==> src/rtl/muldiv_issue_ctrl.sv <==
// Requester-side controller for the iterative mul/div unit: one op in flight, scoreboarded, flushable.
// Optional watchdog on the response wait is enabled by defining MULDIV_TIMEOUT_EN.
module muldiv_issue_ctrl #(
  parameter int XLEN           = 32,
  parameter int TAG_W          = 5,
  parameter int TIMEOUT_CYCLES = 64
) (
  input  logic             clk,
  input  logic             reset_n,
  input  logic             issue_valid,
  output logic             issue_ready,
  input  logic [3:0]       issue_fn,
  input  logic             issue_dw,
  input  logic [XLEN-1:0]  issue_in1,
  input  logic [XLEN-1:0]  issue_in2,
  input  logic [TAG_W-1:0] issue_rd,
  input  logic             kill,
  output logic             md_req_valid,
  input  logic             md_req_ready,
  output logic [3:0]       md_req_fn,
  output logic             md_req_dw,
  output logic [XLEN-1:0]  md_req_in1,
  output logic [XLEN-1:0]  md_req_in2,
  output logic [TAG_W-1:0] md_req_tag,
  output logic             md_kill,
  input  logic             md_resp_valid,
  output logic             md_resp_ready,
  input  logic [XLEN-1:0]  md_resp_data,
  input  logic [TAG_W-1:0] md_resp_tag,
  output logic             wb_valid,
  input  logic             wb_ready,
  output logic [TAG_W-1:0] wb_rd,
  output logic [XLEN-1:0]  wb_data,
  output logic [31:0]      sb_busy,
  output logic             busy,
`ifdef MULDIV_TIMEOUT_EN
  output logic             timeout_err,
`endif
  output logic             err_tag
);

  typedef enum logic [1:0] {IDLE, REQ, WAIT, WB} state_e;

  state_e           state_q, state_d;
  logic [3:0]       fn_q, fn_d;
  logic             dw_q, dw_d;
  logic [XLEN-1:0]  in1_q, in1_d, in2_q, in2_d, wb_data_q, wb_data_d;
  logic [TAG_W-1:0] rd_q, rd_d;
  logic [31:0]      sb_busy_q, sb_busy_d;
  logic             err_tag_q, err_tag_d;
  logic             abort;

`ifdef MULDIV_TIMEOUT_EN
  localparam int CNT_W = $clog2(TIMEOUT_CYCLES + 1);
  logic [CNT_W-1:0] cnt_q, cnt_d;
  logic             timeout_hit;

  // Counter is zero in the first WAIT cycle, so it hits the limit in WAIT cycle TIMEOUT_CYCLES.
  assign cnt_d       = (state_q == WAIT) ? cnt_q + 1'b1 : '0;
  assign timeout_hit = (state_q == WAIT) && (cnt_q == CNT_W'(TIMEOUT_CYCLES - 1));
  assign timeout_err = timeout_hit;
  assign abort       = kill || timeout_hit;

  always_ff @(posedge clk or negedge reset_n) begin
    if (!reset_n) cnt_q <= '0;
    else          cnt_q <= cnt_d;
  end
`else
  assign abort = kill;
`endif

  always_comb begin
    // NOTE: every combinational output and _d gets a default first, so no path leaves a latch.
    state_d       = state_q;
    fn_d          = fn_q;
    dw_d          = dw_q;
    in1_d         = in1_q;
    in2_d         = in2_q;
    rd_d          = rd_q;
    wb_data_d     = wb_data_q;
    sb_busy_d     = sb_busy_q;
    err_tag_d     = err_tag_q;
    issue_ready   = 1'b0;
    md_req_valid  = 1'b0;
    md_kill       = 1'b0;
    md_resp_ready = 1'b0;

    case (state_q)
      IDLE: begin
        issue_ready = 1'b1;
        if (issue_valid && !kill) begin
          fn_d                = issue_fn;
          dw_d                = issue_dw;
          in1_d               = issue_in1;
          in2_d               = issue_in2;
          rd_d                = issue_rd;
          sb_busy_d[issue_rd] = (issue_rd != '0);
          state_d             = REQ;
        end
      end
      REQ: begin
        // Dropping valid under kill guarantees the unit never accepts a request we are discarding.
        md_req_valid = !kill;
        if (kill) begin
          sb_busy_d[rd_q] = 1'b0;
          state_d         = IDLE;
        end else if (md_req_ready) begin
          state_d = WAIT;
        end
      end
      WAIT: begin
        md_resp_ready = !abort;
        md_kill       = abort;
        if (abort) begin
          sb_busy_d[rd_q] = 1'b0;
          state_d         = IDLE;
        end else if (md_resp_valid) begin
          wb_data_d = md_resp_data;
          if (md_resp_tag != rd_q) err_tag_d = 1'b1;
          // x0 results are discarded; its scoreboard bit was never set.
          state_d = (rd_q == '0) ? IDLE : WB;
        end
      end
      WB: begin
        if (wb_ready) begin
          sb_busy_d[rd_q] = 1'b0;
          state_d         = IDLE;
        end
      end
      default: state_d = IDLE;
    endcase
  end

  always_ff @(posedge clk or negedge reset_n) begin
    // NOTE: state registers use non-blocking assignments so every flop samples pre-edge values.
    if (!reset_n) begin
      state_q   <= IDLE;
      fn_q      <= '0;
      dw_q      <= 1'b0;
      in1_q     <= '0;
      in2_q     <= '0;
      rd_q      <= '0;
      wb_data_q <= '0;
      sb_busy_q <= '0;
      err_tag_q <= 1'b0;
    end else begin
      state_q   <= state_d;
      fn_q      <= fn_d;
      dw_q      <= dw_d;
      in1_q     <= in1_d;
      in2_q     <= in2_d;
      rd_q      <= rd_d;
      wb_data_q <= wb_data_d;
      sb_busy_q <= sb_busy_d;
      err_tag_q <= err_tag_d;
    end
  end

  assign md_req_fn  = fn_q;
  assign md_req_dw  = dw_q;
  assign md_req_in1 = in1_q;
  assign md_req_in2 = in2_q;
  assign md_req_tag = rd_q;
  assign wb_valid   = (state_q == WB);
  assign wb_rd      = rd_q;
  assign wb_data    = wb_data_q;
  assign sb_busy    = sb_busy_q;
  assign busy       = (state_q != IDLE);
  assign err_tag    = err_tag_q;

endmodule

==> config.mk <==
export PLATFORM = sky130hd
export DESIGN_NAME = muldiv_issue_ctrl
export DESIGN_NICKNAME = d
export VERILOG_FILES = /design/src/rtl/muldiv_issue_ctrl.sv
export SDC_FILE = /design/constraint.sdc
export NUM_CORES = 1
export LEC_CHECK = 0
export ABC_AREA = 1
export CAP_MARGIN = 10
export CORE_ASPECT_RATIO = 0.75
export CORE_MARGIN = 5
export CORE_UTILIZATION = 46
export CTS_CLUSTER_SIZE = 8
export DETAILED_ROUTE_END_ITERATION = 12
export HOLD_SLACK_MARGIN = 0.08
export PLACE_DENSITY = 0.87
export SYNTH_ARGS = -nofsm -noshare
export SYNTH_HDL_FRONTEND = slang
export SYNTH_SLANG_ARGS = --single-unit
==> constraint.sdc <==
create_clock -name clk -period 4.9 [get_ports clk]
set_clock_uncertainty 0.05 [all_clocks]
set_input_delay 0.98 -clock clk [delete_from_list [all_inputs] [get_ports clk]]
set_output_delay 0.98 -clock clk [all_outputs]
set_load 0.02 [all_outputs]
==> results_dict.tcl, run 1 <==
set metrics [dict create \
    numCtsBuffers 17 \
    syn_inst 622 \
    grt_max_degree 113 \
    hp-class "reg2reg" \
    p_per_area_nw_per_um2 687 \
    ys_ff_latch 141 \
    synthToLayoutAreaGrowth_pct 55.1 \
    synth-main-ff-cell "dfrtp_1" \
    wire_per_inst_um 16.8 \
    crit_chain "clkdlybuf4s50_1 > inv_2 > nand2_1 > inv_1 > clkdlybuf4s50_1" \
    ys_types 24 \
    grt_pass1_vias 5390 \
    path_buf_inv 4 \
    clk_pin_slew_worst_paths_ps 60 \
    drt_wl_total_um 17900 \
    avgSynthCellArea_um2 9.77 \
    synthTopCellsByArea "dfrtp_1 (58%), nand2_1 (15%), mux2_2 (12%)" \
    top_level_ports 268 \
    cp_common_cell "clkdlybuf4s50_1" \
    synth_top_area_share 0.581 \
    rsz0062_at_grt "no" \
    critPathTopFamily "buffers and inverters" \
    dieArea_um2 15600 \
    fin_nets 1004 \
    crit_path_max_fanout 5 \
    rr_endpoint "md_req_in1[0]$_DFFE_PN0P_" \
    endpoint_kind "output pin" \
    dp_hpwl_um 13300 \
    ctsHoldBuffers 0 \
    routabilityCongestion 0.940 \
    max_slew.worst_pin.slew_ps 1000 \
    synthMostInstantiatedCell "nand2_1" \
    vdd_drop_max_mv 0.354 \
    ys.warnings.count 0 \
    fp.dieH_um 110 \
    start_kind "input port" \
    reg2reg_depth 5 \
    max_freq_mhz 293 \
    maxSlewHeadroom 0.332 \
    hold_start "err_tag$_DFFE_PN0P_" \
    synth_top_cell_by_area "dfrtp_1" \
    rows 36 \
    drc 0 \
    root_buffer "clkbuf_16" \
    worstReg2RegStart "state_q[1]$_DFFE_PN0P_" \
    synth-seq-area-share 0.581 \
    syn_nets 745 \
    fin_crit_sh 0.698 \
    clock_path_buffers 2 \
    holdPathStages 2 \
    critical_path_required_ps 3870 \
    syn_area_um2 6080 \
    place_area_um2 8830 \
    avgViaCountPerCell 4.92 \
    worst_slack_ps 1480 \
    clock_latency_ps 400 \
    port_buffers 267 \
    leakagePower_nw 4.30 \
    status "complete, no violations" \
    synth_common_cells "nand2_1 (239), dfrtp_1 (141), mux2_2 (65)" \
    reg2reg_slack_ps 2500 \
    slowest_delay_ps 600 \
    ctsResizeCount 0 \
    setup_violations 0 \
    finalCriticalPeriod_ps 3420 \
    vias 5241 \
    maxSlewViolCount 0 \
    ant_nets 0 \
    synthArstFlopShare 1.00 \
    drive_gt1_frac 0.122 \
    drtIter0Drc 265 \
    track_usage 0.226 \
    core_um2 13000 \
    place_ws_ps 1500 \
    final_hold_viol_count 0 \
    postCtsSetupBuffers 0 \
    drt-pass1-iter-count 5 \
    critPathArrivalTime_ps 2390 \
    path_class "in2out" \
    cpMaxStageDelayCell "clkdlybuf4s50_1" \
    maxCapViolations 0 \
    initial_utilization 0.468 \
    clock_sinks 141 \
    worst_hold_slack_ps 413 \
    worst-path-stages 5 \
    die_x_um 143 \
    grt_first_pass_wirelength_um 27400 \
    finalSetupTns_ps 0 \
    synth_edf_count 0 \
    h-tree-depth 4 \
    design_area_um2 9430 \
    grt_overflow 0 \
    cts_tree "built" \
    antenna_found_initial 0 \
    worstHoldEndpoint "err_tag$_DFFE_PN0P_" \
]
-- kinds of logic after synthesis --
family                   after synthesis  share of synthesized area
flip-flops                           141                      0.581
AO/OA/AOI/OAI                         40                     0.0329
buffers and inverters                 62                     0.0474
XOR/XNOR                               1                    0.00144
adder cells (fa/ha/maj)                5                     0.0103
AND/OR/NAND/NOR                      304                      0.199
multiplexers                          69                      0.128
-- worst reg2reg max path: cells and delay by family (launching register included) --
family / cells / cell delay [ps]
buffers and inverters: 2 / 730
adder cells (fa/ha/maj): 1 / 300
multiplexers: 1 / 490
flip-flops: 1 / 410
AND/OR/NAND/NOR: 1 / 300
-- metrics by stage --
| step | std cells | util | power (mW) |
|---|---|---|---|
| CTS | 1064 | 0.726 | 6.53 |
| finish | 1065 | 0.727 | 6.47 |
| global placement | 1033 | 0.680 | 5.11 |
| floorplan | 622 | - | 3.64 |
| global route | 1064 | 0.726 | 6.83 |
| detailed placement | 1033 | 0.680 | 5.20 |
-- report_power, final --
part	switching [mW]	total [mW]	internal [mW]
clock network	0.493	1.29	0.802
registers	0.355	2.06	1.71
logic	1.64	3.11	1.47
total	2.49	6.47	3.98
-- worst max path at each step --
stage	from	endpoint	slack, ps
final	kill	md_req_valid	1480
after global routing	kill	md_req_valid	1450
after CTS	kill	md_req_valid	1490
after detailed placement	kill	md_req_valid	1500
after global placement	kill	md_req_valid	1520
after floorplan	kill	md_resp_ready	2540
-- cell usage in the layout (no fill, tap or decap), drive strengths merged --
cell type / Yosys / routed
o21ai: 40 / 40
nor3: 3 / 3
nand3: 15 / 15
nor2: 43 / 43
buf: 25 / 4
clkbuf: 5 / 18
nor4: 3 / 3
mux2: 69 / 69
xnor2: 1 / 1
nand2: 239 / 239
inv: 32 / 34
clkinv: 0 / 3
ha: 5 / 5
clkdlybuf4s50: 0 / 266
clkinvlp: 0 / 5
bufinv: 0 / 3
dfrtp: 141 / 141
diode: 0 / 1
nand3b: 1 / 1
-- state kept, by name, indices dropped and copies added (netlist names) --
name        cells
md_req_in1     32
md_req_in2     32
sb_busy        32
wb_data        32
md_req_tag      5
md_req_fn       4
state_q         2
err_tag         1
md_req_dw       1
-- area by class of cell --
cell class | count | area, um2
diodes | 1 | 2.50
clock buffers | 18 | 429
clock inverters | 13 | 168
fillers | 945 | 3550
inverters | 32 | 120
multi-input cells | 419 | 2270
flip-flops and latches | 141 | 3530
well taps | 171 | 214
repair buffers | 270 | 2700
-- routing by layer --
layer  routed length [um]  vias to the layer above  global-route usage  share of wire
met5                    0                        -                   0              0
met4                  190                        0              0.0692          0.011
met3                 1910                       10              0.0852           0.11
met2                 8910                      239               0.374           0.50
met1                 6900                     2503               0.277           0.39
li1                     -                     2489                   -              -
No activity file was read; power rests on OpenSTA's default activity.
==> run 2: changes to the inputs <==
CORE_UTILIZATION = 38   (was 46)
PLACE_DENSITY = 0.77   (was 0.87)
clock period = 3.01 ns   (was 4.9 ns; I/O delays follow)
==> results_dict.tcl, run 2 (synthesis results as in run 1) <==
set metrics [dict create \
    fp.dieH_um 120 \
    clk_pin_slew_worst_paths_ps 60 \
    postCtsSetupBuffers 0 \
    grt_first_pass_wirelength_um 28500 \
    switching_share 0.385 \
    ant_nets 0 \
    reg2reg_depth 6 \
    crit_path_max_fanout 5 \
    p_int_mw 6.42 \
    fin_crit_sh 0.901 \
    worstReg2RegStart "state_q[0]$_DFFE_PN0P_" \
    antenna_found_initial 0 \
    dieArea_um2 18600 \
    dp_cells 1078 \
    max_slew.worst_pin.slew_ps 715 \
    grt_overflow 0 \
    clkPwrFrac 0.192 \
    endpoint_kind "output pin" \
    critical_path_required_ps 2360 \
    p_comb_frac 0.487 \
    clock_latency_ps 410 \
    cts_tree "built" \
    rows 40 \
    startpoint "kill" \
    drt-pass1-iter-count 5 \
    setup_violations 0 \
    core_um2 15900 \
    path_class "in2out" \
    fin_nets 1010 \
    finalSetupTns_ps 0 \
    initial_utilization 0.383 \
    worst-path-stages 5 \
    status "complete, no violations" \
    critPathArrivalTime_ps 2060 \
    leakagePower_nw 4.32 \
    routabilityCongestion 0.851 \
    critPathTopFamily "buffers and inverters" \
    final_cell_mix "clkdlybuf4s50_1 (266), nand2_1 (239), dfrtp_1 (141)" \
    grt_max_degree 67 \
    slowest_delay_ps 620 \
    reg2reg_slack_ps 850 \
    drt_wl_total_um 17800 \
    drive_gt1_frac 0.126 \
    avgViaCountPerCell 4.70 \
    finalCriticalPeriod_ps 2710 \
    hp-class "in2async" \
    top_level_ports 268 \
    synthToLayoutAreaGrowth_pct 56.2 \
    path_buf_inv 4 \
    port_buffers 267 \
    final_hold_viol_count 0 \
    maxSlewHeadroom 0.519 \
    numCtsBuffers 17 \
    wire_per_inst_um 16.1 \
    final_cell_count_no_fill 1109 \
    start_kind "input port" \
    worst_hold_slack_ps 127 \
    track_usage 0.193 \
    clock_sinks 141 \
    dp_hpwl_um 13400 \
    maxCapViolations 0 \
    power.switching_mw 4.02 \
    vias 5209 \
    place_ws_ps 293 \
    clock_path_buffers 2 \
    max_freq_mhz 369 \
    ctsResizeCount 0 \
    worst_slack_ps 297 \
    final_common_cell "clkdlybuf4s50_1" \
    rr_endpoint "sb_busy[8]$_DFFE_PN0P_" \
    cp_common_cell "clkdlybuf4s50_1" \
    p_seq_frac 0.320 \
    h-tree-depth 4 \
    rsz0062_at_grt "no" \
    ctsHoldBuffers 0 \
    drtIter0Drc 382 \
    vdd_drop_max_mv 0.630 \
    grt_pass1_vias 5361 \
    maxSlewViolCount 0 \
    crit_chain "clkdlybuf4s50_1 > inv_2 > nand2_1 > inv_1 > clkdlybuf4s50_1" \
    die_x_um 156 \
    p_per_area_nw_per_um2 1100 \
    root_buffer "clkbuf_16" \
    antenna_cells 0 \
    cpMaxStageDelayCell "clkdlybuf4s50_1" \
    drc 0 \
]
-- run 2: cell types whose count changed in the layout (fill, tap and decap cells not counted) --
cell,before,now
inv_6,2,1
diode_2,1,0
clkinvlp_4,5,3
bufinv_16,3,2
buf_4,3,8
clkbuf_1,1,3
clkinv_2,1,4
clkinv_4,2,1
buf_12,0,1
-- run 2: worst max path at each step --
stage / endpoint / slack [ps]
2_1_floorplan: wb_data[10]$_DFFE_PN0P_ / 1230
6_report: md_req_valid / 300
3_5_place_dp: md_req_valid / 290
3_3_place_gp: md_req_valid / 310
4_1_cts: md_req_valid / 290
5_1_grt: md_req_valid / 220
-- run 2: layout make-up --
class	count	area, um2
Fill cell	1327	6380
Sequential cell	141	3530
Timing Repair Buffer	276	2750
Multi-Input combinational cell	419	2270
Clock buffer	20	437
Tap cell	210	263
Clock inverter	11	120
Inverter	32	120
-- run 2: power by group through the flow --
stage	clock [mW]	combinational [mW]	sequential (mW)
6_report	2.01	5.09	3.34
3_3_place_gp	0	5.06	3.34
5_1_grt	2.13	5.44	3.50
3_5_place_dp	0	5.13	3.36
4_1_cts	2.06	5.15	3.35
2_1_floorplan	0	1.59	4.34
-- run 2: routing by layer --
metal	part of all wire	track usage	wire, um	vias to the layer above
met5	0	0	0	-
met3	0.10	0.0779	1860	31
li1	-	-	-	2500
met2	0.45	0.293	8100	225
met4	0.017	0.0672	311	0
met1	0.42	0.252	7570	2453
-- run 2: metrics by stage --
stage | area [um2] | utilization | total power [mW]
floorplan | 6080 | - | 5.93
global placement | 8930 | 0.563 | 8.40
detailed placement | 8930 | 0.563 | 8.49
CTS | 9490 | 0.598 | 10.6
global route | 9490 | 0.598 | 11.1
finish | 9490 | 0.598 | 10.4
==> run 3: changes to the inputs <==
CORE_UTILIZATION = 30   (was 38)
CTS_CLUSTER_DIAMETER = 150   (was default)
PLACE_DENSITY = default   (was 0.77)
==> results_dict.tcl, run 3 (synthesis results as in run 1) <==
set metrics [dict create \
    p_per_area_nw_per_um2 1090 \
    grt_use_met1 0.224 \
    fp.dieH_um 133 \
    finalSetupTns_ps 0 \
    path_class "reg2out" \
    final_cell_mix "clkdlybuf4s50_1 (266), nand2_1 (239), dfrtp_1 (141)" \
    core_um2 20100 \
    root_buffer "clkbuf_16" \
    ctsResizeCount 0 \
    place_area_um2 9000 \
    top_level_ports 268 \
    fin_util 0.475 \
    status "complete, no violations" \
    drive_gt1_frac 0.126 \
    routabilityCongestion 0.780 \
    maxCapViolations 0 \
    clk_pin_slew_worst_paths_ps 60 \
    antenna_found_initial 1 \
    maxSlewViolCount 0 \
    die_x_um 174 \
    rsz0062_at_grt "no" \
    finalCriticalPeriod_ps 2740 \
    drtIter0Drc 211 \
    synthToLayoutAreaGrowth_pct 57.2 \
    initial_utilization 0.302 \
    grt_first_pass_wirelength_um 29900 \
    wire_per_inst_um 16.1 \
    top_usage_layer "met2" \
    final_common_cell "clkdlybuf4s50_1" \
    max_slew.worst_pin.slew_ps 790 \
    port_buffers 267 \
    fin_crit_sh 0.909 \
    critical_path_required_ps 2360 \
    rr_endpoint "sb_busy[16]$_DFFE_PN0P_" \
    numCtsBuffers 17 \
    clock_path_buffers 2 \
    cts_tree "built" \
    reg2reg_slack_ps 740 \
    final_cell_count_no_fill 1156 \
    antenna_cells 0 \
    ant_nets 0 \
    max_freq_mhz 365 \
    clock_sinks 141 \
    design_area_um2 9550 \
    drt_wl_total_um 18600 \
    track_usage 0.161 \
    grt_util_met3 0.0692 \
    leakagePower_nw 4.32 \
    grt_util_met2 0.226 \
    vias 5124 \
    vdd_drop_max_mv 0.473 \
    fin_nets 1008 \
    drt-pass1-iter-count 4 \
    rows 45 \
    grt_pass1_vias 5332 \
    endpoint_kind "output pin" \
    grt_overflow 0 \
    maxSlewHeadroom 0.472 \
    h-tree-depth 4 \
    postCtsSetupBuffers 0 \
    setup_violations 0 \
    dp_hpwl_um 13800 \
    dp_cells 1124 \
    ctsHoldBuffers 0 \
    reg2reg_depth 6 \
    crit_path_max_fanout 4 \
    drc 0 \
    grt_max_degree 73 \
    dieArea_um2 23200 \
    avgViaCountPerCell 4.43 \
    critPathArrivalTime_ps 2080 \
    start_kind "flop" \
    worstReg2RegStart "state_q[0]$_DFFE_PN0P_" \
    final_hold_viol_count 0 \
    clock_latency_ps 410 \
    hp-class "in2async" \
]
run 3: cell types whose count changed in the layout (fill, tap and decap cells not counted), sizes merged:
cell,before,now
clkinv,5,6
bufinv,2,1
clkbuf,20,19
buf,10,8
inv,33,35
run 3: cell type report:
cell class / count / area (um2)
clock buffers: 19 / 433
clock inverters: 13 / 116
fillers: 1947 / 10500
inverters: 32 / 120
multi-input cells: 419 / 2270
flip-flops and latches: 141 / 3530
well taps: 258 / 323
repair buffers: 274 / 2760
run 3: worst max-delay path by stage:
stage                           startpoint                      end  cells past startpoint
CTS                 state_q[0]$_DFFE_PN0P_            md_resp_ready                      5
global placement                      kill             md_req_valid                      5
finish              state_q[0]$_DFFE_PN0P_            md_resp_ready                      5
detailed placement                    kill            md_resp_ready                      3
global route        state_q[0]$_DFFE_PN0P_            md_resp_ready                      5
floorplan           state_q[0]$_DFFE_PN0P_  wb_data[10]$_DFFE_PN0P_                      8
run 3: per-layer routing:
metal,up-vias,wire (um),share of wire
li1,2501,-,-
met1,2405,8510,0.46
met2,192,7810,0.42
met3,24,1820,0.098
met4,2,423,0.023
met5,-,12,0.00065
run 3: stage by stage:
| stage | power [mW] | hold WS [ps] | setup slack, ps |
|---|---|---|---|
| floorplan | 5.93 | 256 | 1230 |
| global placement | 8.50 | 400 | 383 |
| detailed placement | 8.53 | 405 | 346 |
| CTS | 10.6 | 93.3 | 242 |
| global route | 11.1 | 108 | 128 |
| finish | 10.4 | 79.2 | 273 |
run 3: worst max-delay path, cell delays in order (launching register included):
cell,delay [ps]
dfrtp_1,400
inv_1,150
ha_1,230
inv_1,50
nor2_1,180
clkdlybuf4s50_1,670
run 3: power breakdown:
| part | internal [mW] | total (mW) | switching, mW |
|---|---|---|---|
| logic | 2.43 | 5.14 | 2.70 |
| clock network | 1.14 | 1.99 | 0.846 |
| registers | 2.78 | 3.31 | 0.529 |
| total | 6.36 | 10.4 | 4.08 |
